[src/rtl/instruction_fetch_unit_pkg.sv]
// Shared fetch-stage definitions: widths, reset PC, FSM encodings, FIFO entry layout.
// No logic; imported by every fetch-unit file.
package instruction_fetch_unit_pkg;
    localparam int ADDR_W         = 16;
    localparam int DATA_W         = 16;
    localparam int IFU_FIFO_DEPTH = 2;
    localparam logic [ADDR_W-1:0] IFU_RESET_PC = 16'h0000;

    typedef enum logic [1:0] {
        S_BOOT = 2'd0,
        S_RUN  = 2'd1,
        S_HALT = 2'd2
    } fetch_state_t;

    typedef struct packed {
        logic [ADDR_W-1:0] pc;
        logic [DATA_W-1:0] instr;
    } fetch_entry_t;
endpackage

[src/rtl/instruction_fetch_unit_if.sv]
// Fetch unit bus bundle: instruction-memory request/response, redirect/halt control,
// and the decode-side valid/ready head. master = fetch unit, slave = memory/decode side.
interface instruction_fetch_unit_if;
    import instruction_fetch_unit_pkg::*;

    logic [ADDR_W-1:0] A_InstrAddress;
    logic              C_IMRead;
    logic [DATA_W-1:0] D_Instruction;
    logic              redirect_valid;
    logic [ADDR_W-1:0] redirect_addr;
    logic              halt;
    logic [DATA_W-1:0] F_Instr;
    logic [ADDR_W-1:0] F_PC;
    logic              F_Valid;
    logic              F_Ready;

    modport master (
        output A_InstrAddress, C_IMRead, F_Instr, F_PC, F_Valid,
        input  D_Instruction, redirect_valid, redirect_addr, halt, F_Ready
    );

    modport slave (
        input  A_InstrAddress, C_IMRead, F_Instr, F_PC, F_Valid,
        output D_Instruction, redirect_valid, redirect_addr, halt, F_Ready
    );
endinterface

[src/rtl/instruction_fetch_unit_fetch_fifo.sv]
// Prefetch FIFO of {pc, instr} with synchronous flush; head is read from storage.
// Latency: push visible at head the cycle after the push edge.
// Backpressure: caller never pushes when full; push+pop in one cycle keeps count.
module instruction_fetch_unit_fetch_fifo
    import instruction_fetch_unit_pkg::*;
#(
    parameter  int DEPTH = IFU_FIFO_DEPTH,
    localparam int PW    = $clog2(DEPTH),
    localparam int CW    = $clog2(DEPTH + 1)
) (
    input  logic         clk,
    input  logic         rst_n,
    input  logic         i_push,
    input  fetch_entry_t i_push_dat,
    input  logic         i_pop,
    input  logic         i_flush,
    output logic [CW-1:0] o_count,
    output logic         o_head_vld,
    output fetch_entry_t o_head_dat
);
    fetch_entry_t    r_mem [DEPTH];
    logic [PW-1:0]   r_wr_ptr;
    logic [PW-1:0]   r_rd_ptr;
    logic [CW-1:0]   r_count;

    always_ff @(posedge clk or negedge rst_n) begin
        if (!rst_n) begin
            for (int i = 0; i < DEPTH; i++) r_mem[i] <= '0;
            r_wr_ptr <= '0;
            r_rd_ptr <= '0;
            r_count  <= '0;
        end else if (i_flush) begin
            r_wr_ptr <= '0;
            r_rd_ptr <= '0;
            r_count  <= '0;
        end else begin
            if (i_push) begin
                r_mem[r_wr_ptr] <= i_push_dat;
                r_wr_ptr        <= r_wr_ptr + 1'b1;
            end
            if (i_pop) r_rd_ptr <= r_rd_ptr + 1'b1;
            case ({i_push, i_pop})
                2'b10:   r_count <= r_count + 1'b1;
                2'b01:   r_count <= r_count - 1'b1;
                default: r_count <= r_count;
            endcase
        end
    end

    assign o_count    = r_count;
    assign o_head_vld = (r_count != '0);
    assign o_head_dat = r_mem[r_rd_ptr];

    // Issue throttling reserves a slot for every in-flight read, so a push never meets a full FIFO.
    a_no_push_when_full: assert property (@(posedge clk) disable iff (!rst_n)
        !(i_push && !i_flush && r_count == CW'(DEPTH)));
endmodule

[src/rtl/instruction_fetch_unit.sv]
// Fetch stage: owns PC, issues one word read per cycle, queues {pc, instr} for decode.
// Latency: read issued in t -> F_Valid in t+2; redirect in t -> F_Valid at target in t+3.
// Backpressure: reads stop when FIFO entries plus the in-flight read would exceed depth.
module instruction_fetch_unit
    import instruction_fetch_unit_pkg::*;
#(
    parameter int                FIFO_DEPTH = IFU_FIFO_DEPTH,
    parameter logic [ADDR_W-1:0] RESET_PC   = IFU_RESET_PC
) (
    input  logic                      clk,
    input  logic                      rst,
    instruction_fetch_unit_if.master  bus
);
    localparam int CW = $clog2(FIFO_DEPTH + 1);

    fetch_state_t      r_state;
    fetch_state_t      w_state_nxt;
    logic [ADDR_W-1:0] r_pc;
    logic [ADDR_W-1:0] r_req_pc;
    logic              r_inflight;
    logic              r_drop;

    logic              w_issue;
    logic              w_push;
    logic              w_pop;
    logic              w_redirect;
    logic [CW:0]       w_occupancy;
    logic [CW-1:0]     w_count;
    logic              w_head_vld;
    fetch_entry_t      w_head_dat;
    fetch_entry_t      w_push_dat;

    assign w_redirect = bus.redirect_valid;
    assign w_pop      = w_head_vld & bus.F_Ready;
    assign w_push     = r_inflight & ~r_drop & ~w_redirect;
    assign w_push_dat = '{pc: r_req_pc, instr: bus.D_Instruction};

    always_ff @(posedge clk or negedge rst) begin
        if (!rst) r_state <= S_BOOT;
        else      r_state <= w_state_nxt;
    end

    always_comb begin
        w_state_nxt = r_state;
        unique case (r_state)
            S_BOOT:  w_state_nxt = S_RUN;
            S_RUN:   if (bus.halt && !w_redirect) w_state_nxt = S_HALT;
            S_HALT:  if (!bus.halt || w_redirect) w_state_nxt = S_RUN;
            default: w_state_nxt = S_BOOT;
        endcase
    end

    // Occupancy counts the read still in flight, less the entry leaving this cycle.
    always_comb begin
        w_occupancy = {1'b0, w_count} + (CW+1)'(r_inflight) - (CW+1)'(w_pop);
        w_issue     = (r_state == S_RUN) && !bus.halt && !w_redirect &&
                      (w_occupancy < (CW+1)'(FIFO_DEPTH));
    end

    always_ff @(posedge clk or negedge rst) begin
        if (!rst) begin
            r_pc       <= RESET_PC;
            r_req_pc   <= RESET_PC;
            r_inflight <= 1'b0;
            r_drop     <= 1'b0;
        end else if (w_redirect) begin
            r_pc       <= bus.redirect_addr;
            r_inflight <= 1'b0;
            r_drop     <= 1'b1;
        end else begin
            r_inflight <= w_issue;
            r_drop     <= 1'b0;
            if (w_issue) begin
                r_req_pc <= r_pc;
                r_pc     <= r_pc + 1'b1;
            end
        end
    end

    instruction_fetch_unit_fetch_fifo #(.DEPTH(FIFO_DEPTH)) u_fifo (
        .clk        (clk),
        .rst_n      (rst),
        .i_push     (w_push),
        .i_push_dat (w_push_dat),
        .i_pop      (w_pop),
        .i_flush    (w_redirect),
        .o_count    (w_count),
        .o_head_vld (w_head_vld),
        .o_head_dat (w_head_dat)
    );

    assign bus.A_InstrAddress = r_pc;
    assign bus.C_IMRead       = w_issue;
    assign bus.F_Instr        = w_head_dat.instr;
    assign bus.F_PC           = w_head_dat.pc;
    assign bus.F_Valid        = w_head_vld;
endmodule

[src/flat_wrapper.sv]
// flat-port wrapper written by rule: the top's interface ports become plain ports
module instruction_fetch_unit_flat import instruction_fetch_unit_pkg::*;
#(
    parameter int                FIFO_DEPTH = IFU_FIFO_DEPTH,
    parameter logic [ADDR_W-1:0] RESET_PC   = IFU_RESET_PC
)
  (clk, rst, bus_A_InstrAddress, bus_C_IMRead, bus_F_Instr, bus_F_PC, bus_F_Valid, bus_D_Instruction, bus_redirect_valid, bus_redirect_addr, bus_halt, bus_F_Ready);
  instruction_fetch_unit_if bus_i ();
  input  logic clk;
  input  logic rst;
  output wire logic [$bits(bus_i.A_InstrAddress)-1:0] bus_A_InstrAddress;
  output wire logic [$bits(bus_i.C_IMRead)-1:0] bus_C_IMRead;
  output wire logic [$bits(bus_i.F_Instr)-1:0] bus_F_Instr;
  output wire logic [$bits(bus_i.F_PC)-1:0] bus_F_PC;
  output wire logic [$bits(bus_i.F_Valid)-1:0] bus_F_Valid;
  input wire logic [$bits(bus_i.D_Instruction)-1:0] bus_D_Instruction;
  input wire logic [$bits(bus_i.redirect_valid)-1:0] bus_redirect_valid;
  input wire logic [$bits(bus_i.redirect_addr)-1:0] bus_redirect_addr;
  input wire logic [$bits(bus_i.halt)-1:0] bus_halt;
  input wire logic [$bits(bus_i.F_Ready)-1:0] bus_F_Ready;
  assign bus_A_InstrAddress = bus_i.A_InstrAddress;
  assign bus_C_IMRead = bus_i.C_IMRead;
  assign bus_F_Instr = bus_i.F_Instr;
  assign bus_F_PC = bus_i.F_PC;
  assign bus_F_Valid = bus_i.F_Valid;
  assign bus_i.D_Instruction = bus_D_Instruction;
  assign bus_i.redirect_valid = bus_redirect_valid;
  assign bus_i.redirect_addr = bus_redirect_addr;
  assign bus_i.halt = bus_halt;
  assign bus_i.F_Ready = bus_F_Ready;
  instruction_fetch_unit #(.FIFO_DEPTH(FIFO_DEPTH), .RESET_PC(RESET_PC)) u_core (.clk(clk), .rst(rst), .bus(bus_i));
endmodule
[config.mk]
export PLATFORM = sky130hd
export DESIGN_NAME = instruction_fetch_unit_flat
export DESIGN_NICKNAME = d
export VERILOG_FILES = /design/src/rtl/instruction_fetch_unit_pkg.sv /design/src/rtl/instruction_fetch_unit_if.sv /design/src/rtl/instruction_fetch_unit_fetch_fifo.sv /design/src/rtl/instruction_fetch_unit.sv /design/src/flat_wrapper.sv
export SDC_FILE = /design/constraint.sdc
export NUM_CORES = 1
export LEC_CHECK = 0
export BUFFER_PORTS_ARGS = -buffer_cell sky130_fd_sc_hd__buf_2
export CORE_ASPECT_RATIO = 2
export CORE_UTILIZATION = 49
export DETAILED_ROUTE_END_ITERATION = 8
export PLACE_DENSITY = 0.83
export SLEW_MARGIN = 20
export SYNTH_ARGS = -nofsm -noshare
export SYNTH_HDL_FRONTEND = slang
export SYNTH_HIERARCHICAL = 1
export SYNTH_SLANG_ARGS = --single-unit
export TNS_END_PERCENT = 10
[constraint.sdc]
create_clock -name clk -period 4.26 [get_ports clk]
set_clock_uncertainty 0.1 [all_clocks]
set_input_delay 0.852 -clock clk [delete_from_list [all_inputs] [get_ports clk]]
set_output_delay 0.852 -clock clk [all_outputs]
set_load 0.02 [all_outputs]
### Yosys cells after proc, flatten, opt, wreduce, memory -nomap -nowiden

Cells that the tools add are included.

* reduce and logical (&&, ||, !) cells: 17
* muxes and demuxes: 19
* equal/unequal tests: 6
* magnitude comparators: 4
* bitwise operators: 7
* add/sub/neg operators: 7

Operator list (number)
* 2-to-1 mux 32 bit: 4
* bitwise mux 64 bit: 1
* demux 32 bit (select 1 bit): 1
* 2-to-1 mux 16 bit: 2
* adder 16 x 1 -> 16 bit, second input constant: 1
* nonzero test 2 bit: 4
* 2-to-1 mux 1 bit: 6
* 2-to-1 mux 2 bit: 3
* one-hot mux 2 bit (3 select lines): 1
* AND reduction 2 bit: 3
* logical AND 1 bit: 5
* == test 2 x 1 -> 1 bit, second input constant: 2
* == test 2 bit, second input constant: 2
* greater-or-equal comparator 2 bit, second input constant: 2
* != test 2 x 1 -> 1 bit, second input constant: 2
* inverter 1 -> 2 bit: 2
* one-hot mux 2 bit (2 select lines): 1
* adder 2 x 1 -> 3 bit: 1
* AND 1 bit: 3
* < comparator 3 x 2 -> 1 bit, second input constant: 1
* nonzero test 3 bit: 1
* subtractor 3 x 1 -> 3 bit: 1
* adder 1 bit, second input constant: 2
* adder 2 x 1 -> 2 bit, second input constant: 1
* other kinds (6): 8

* input port bits: 37
* flip-flop bits (word level): 104
* output and inout bits: 50
* word-level logic and storage cells: 72

### Logic depth before layout (Yosys ltp)

* depth in word-level cells: 7
* mapped depth: 10
* mapped depth without buffers: 9

### By module

Netlist, hierarchy kept.

By module, submodules not included
* instruction_fetch_unit_fetch_fifo: cells each 190, area an instance 2977.9 µm², instances 1, sequential area each 1701.6 µm²
* instruction_fetch_unit: cells each 166, area an instance 1841.8 µm², instances 1, sequential area each 900.9 µm²

### Worst setup path before layout

Ideal clock, no wire load.

* kind: flip-flop to output port
* from: register u_core.u_fifo.r_count[1], in the netlist u_core/u_fifo/o_count[1]
* to: output bus_C_IMRead
* data arrival time: 2768 ps
* stages on the path, launching flop included: 10
* buffers on the path: 1
* data required time: 3308 ps
* setup slack: 540 ps
* cell sequence: dfrtp_1 -> or2_2 -> and2_1 -> ha_1 -> nand2b_1 -> fa_1 -> and4bb_4 -> nand2_1 -> nor2_4 -> buf_6

* word-level cells in the longest chain between the ends: 5
* elaborated cells between the ends (all ways): 6
* classes of those cells: 2 x add/sub; 1 x order compare; 1 x bitwise; 2 x reduce/logical

Ends and longest elaborated chain
* from (decl): line instruction_fetch_unit_fetch_fifo.sv:24 `logic [CW-1:0] r_count;`
* from (signal assigned): line instruction_fetch_unit_fetch_fifo.sv:43 `2'b10: r_count <= r_count + 1'b1;`
* from (signal assigned): line instruction_fetch_unit_fetch_fifo.sv:44 `2'b01: r_count <= r_count - 1'b1;`
* from (signal assigned): line instruction_fetch_unit_fetch_fifo.sv:45 `default: r_count <= r_count;`
* nonzero test 2 bit: line instruction_fetch_unit_fetch_fifo.sv:51 `assign o_head_vld = (r_count != '0);`
* net bus_F_Valid: line flat_wrapper.sv:15 `output wire logic [$bits(bus_i.F_Valid)-1:0] bus_F_Valid;`
* AND 1 bit: line instruction_fetch_unit.sv:34 `assign w_pop = w_head_vld & bus.F_Ready;`
* net u_core.w_pop: line instruction_fetch_unit.sv:25 `logic w_pop;`
* subtractor 3 x 1 -> 3 bit: line instruction_fetch_unit.sv:55 `w_occupancy = {1'b0, w_count} + (CW+1)'(r_inflight) - (CW+1)'(w_pop);`
* < comparator 3 x 2 -> 1 bit: line instruction_fetch_unit.sv:57 `(w_occupancy < (CW+1)'(FIFO_DEPTH));`
* logical AND 1 bit: line instruction_fetch_unit.sv:56 `w_issue = (r_state == S_RUN) && !bus.halt && !w_redirect &&`
* to (decl): line flat_wrapper.sv:12 `output wire logic [$bits(bus_i.C_IMRead)-1:0] bus_C_IMRead;`

The timed path passes the listed nets, and every way through them passes these cells.

### Worst setup path after layout

* from: register u_core.u_fifo.r_count[1], in the netlist u_core/u_fifo/o_count[1]
* to: output bus_C_IMRead

* word-level cells in the longest chain between the ends: 5
* elaborated cells between the ends (all ways): 6
* classes of those cells: 2 x add/sub; 1 x order compare; 1 x bitwise; 2 x reduce/logical

Ends and longest elaborated chain (line)
* nonzero test 2 bit: instruction_fetch_unit_fetch_fifo.sv:51
* AND 1 bit: instruction_fetch_unit.sv:34
* net u_core.w_pop: instruction_fetch_unit.sv:25
* subtractor 3 x 1 -> 3 bit: instruction_fetch_unit.sv:55
* < comparator 3 x 2 -> 1 bit: instruction_fetch_unit.sv:57
* logical AND 1 bit: instruction_fetch_unit.sv:56

The timed path passes the listed nets, and every way through them passes these cells.

==> flow_metrics.tcl <==
set metrics [dict create \
    fp.dieW_um 72.1 \
    vias 3106 \
    area_growth_pct 17.8 \
    root_buffer "clkbuf_16" \
    syn_inst 356 \
    grt_first_pass_wirelength_um 15800 \
    postSynthAreaPerCell_um2 13.5 \
    hold_ws_ns 0.388 \
    clk_pin_slew_ns 0.07 \
    setup_tns_ns 0 \
    design_area_um2 5680 \
    yosys_warnings 6 \
    crit_type "reg2out" \
    cts_tree "yes" \
    place.detailed.hpwl_um 6750 \
    wl_per_cell_um 16.7 \
    setup.worst_path.end_class "output pin" \
    post_synth_num_cell_types 45 \
    final_cell_mix "107 x mux2_2, 104 x dfrtp_1, 85 x buf_2" \
    coreArea_um2 9450 \
    drtAntennaViolNets 0 \
    tightest_slew_ns 0.928 \
    finalHoldViolCount 0 \
    fmax_ghz 0.245 \
    cts_resized 0 \
    worstPathRequired_ns 3.31 \
    critPathMaxFanout 6 \
    ys_ff_latch 104 \
    ff2ff_setup_slack_ns 0.79 \
    antenna_found_initial 0 \
    p_per_area_nw_per_um2 619 \
    die-area_um2 10300 \
    finalNetCount 483 \
    grt_overflow 0 \
    leakage_nw 2.70 \
    hold_end "u_core/u_fifo/r_mem[35]$_DFFE_PN0P_" \
    synth-seq-area-share 0.540 \
    slew_headroom 0.381 \
    grt_max_degree 75 \
    cts_htree_levels 3 \
    async_flop_share 1.00 \
    cp.arrival_ns 3.13 \
    period_minus_slack_ns 4.09 \
    worstReg2RegEnd "u_core/bus.A_InstrAddress[8]$_DFFE_PN0P_" \
    hold_buffers 0 \
    whs_path_depth 1 \
    timing.rr.start "u_core/u_fifo/o_count[1]$_DFFE_PN0P_" \
    rsz0062_at_grt "false" \
    hold_path.startpoint "u_core/u_fifo/r_mem[35]$_DFFE_PN0P_" \
    finalSetupViolCount 0 \
    clock_latency_ns 0.34 \
    start_util 0.510 \
    num_antenna_cells 0 \
    power.total_mw 3.51 \
    ys.flop_type "dfrtp_1" \
    startpoint_type "flip-flop" \
    ios 87 \
    slew_violations 0 \
    vdd_ir_drop_max_mv 0.279 \
    die_y_um 142 \
    drt_pass1_iterations 4 \
    fin_util 0.601 \
    synth.net_count 396 \
    grtUsageMet1 0.226 \
    drv_cap 0 \
    final_common_cell "mux2_2" \
    synth_edf_count 0 \
    rows 50 \
    r2r_cells 9 \
    status "finished clean" \
    drtIter0Drc 118 \
    grtUsageMet3 0.0340 \
    busiest_layer "met2" \
    globalRouteMet2Util 0.364 \
    gp_congestion 0.796 \
    grt_pass1_vias 3198 \
    drive_gt1_frac 0.500 \
    clkSinkCount 104 \
    drt_wl_total_um 9630 \
    fin_crit_sh 0.959 \
    place.port_buffers 86 \
    numCtsBuffers 9 \
    max-clock-path-buffers 2 \
    syn_area_um2 4820 \
    dpl_cell_area_um2 5350 \
    via_per_inst 5.37 \
    fillCellCount 742 \
    drc 0 \
    hold_path_class "reg2reg" \
    grt_util_all_layers 0.202 \
]
-- layout make-up --
cell class                      instances  area, um^2  area share
Clock buffer                            9         225      0.0397
Tap cell                              130         163      0.0287
Multi-Input combinational cell        231        2090       0.368
Timing Repair Buffer                   93         485      0.0855
Sequential cell                       104        2600       0.459
Clock inverter                          7        96.3      0.0170
Inverter                                4        15.0     0.00265
-- worst max-delay path by stage --
stage | start | to | cells after the start
3_5_place_dp | bus_F_Ready | bus_C_IMRead | 9
6_report | u_core/u_fifo/o_count[1]$_DFFE_PN0P_ | bus_C_IMRead | 9
4_1_cts | u_core/u_fifo/o_count[1]$_DFFE_PN0P_ | bus_C_IMRead | 9
5_1_grt | u_core/u_fifo/o_count[1]$_DFFE_PN0P_ | bus_C_IMRead | 9
2_1_floorplan | u_core/u_fifo/o_count[1]$_DFFE_PN0P_ | bus_C_IMRead | 9
3_3_place_gp | bus_F_Ready | bus_C_IMRead | 9
-- metal layers --
metal  vias to the layer above  part of all wire
met4                         0             0.028
met2                        68              0.55
li1                       1462                 -
met1                      1557              0.39
met3                        19             0.032
met5                         -                 0
-- cells by family (layout without fill, tap and decap cells) --
kind of cell    Yosys count  after routing  synth area share
buf+inv                  21            113            0.0267
mux                     116            116             0.270
fa+ha+maj                 4              4            0.0114
compound gates           23             23            0.0296
flops                   104            104             0.540
simple gates             77             77             0.101
xor+xnor                 11             11            0.0215
-- metrics by stage --
stage                     setup slack (ns)  instances
after floorplan                      0.540        356
after global placement               0.408        561
after detailed placement             0.350        561
after CTS                            0.100        577
after global routing                0.0260        578
final                                0.175        578
-- synth_stat cells (4+ instances only) --
library cell	instances	area share
o31ai_1	4	0.0062
mux2_1	5	0.012
nand2_1	13	0.010
buf_2	4	0.0042
dfrtp_1	104	0.54
nor2b_1	4	0.0052
mux2_2	107	0.25
nor3b_1	5	0.0078
buf_4	4	0.0062
o21ai_0	9	0.0093
a31oi_1	6	0.0078
nor2_1	11	0.0086
nand4_1	4	0.0052
inv_1	4	0.0031
xor2_1	6	0.011
nor3_1	5	0.0052
and2_1	4	0.0052
nand3_1	9	0.0093
buf_6	4	0.0093
mux2i_1	4	0.0083
or4_1	4	0.0062
xnor2_1	4	0.0073
clkbuf_1	5	0.0039
-- worst max-delay path, stage by stage, from the launching register on --
cell and delay (ns):
dfrtp_1 0.48, or2_2 0.32, and2_1 0.22, ha_1 0.30, nand2b_1 0.15, fa_1 0.50
and4bb_4 0.28, nand2_1 0.17, nor2_4 0.17, buf_2 0.19
-- registers in the layout, summed over array words and instances, names as in the netlist --
signal                     cells
u_core/r_drop                  1
u_core/r_state                 2
u_core/bus.A_InstrAddress     16
u_core/u_fifo/o_count          2
u_core/u_fifo/r_rd_ptr         1
u_core/u_fifo/r_mem           64
u_core/u_fifo/r_wr_ptr         1
u_core/r_req_pc               16
u_core/r_inflight              1
-- where the power goes --
group	leakage (nW)	internal [mW]	switching, mW	total (mW)
Sequential	1.34	1.25	0.200	1.45
Combinational	1.21	0.574	0.624	1.20
Clock	0.159	0.515	0.352	0.867
-- what timing repair did --
action	in CTS	in global routing
endpoints found under the setup margin	0	1
setup buffers	0	1
hold endpoints to repair	0	0
Note: power is estimated with default switching activity, not from simulation.
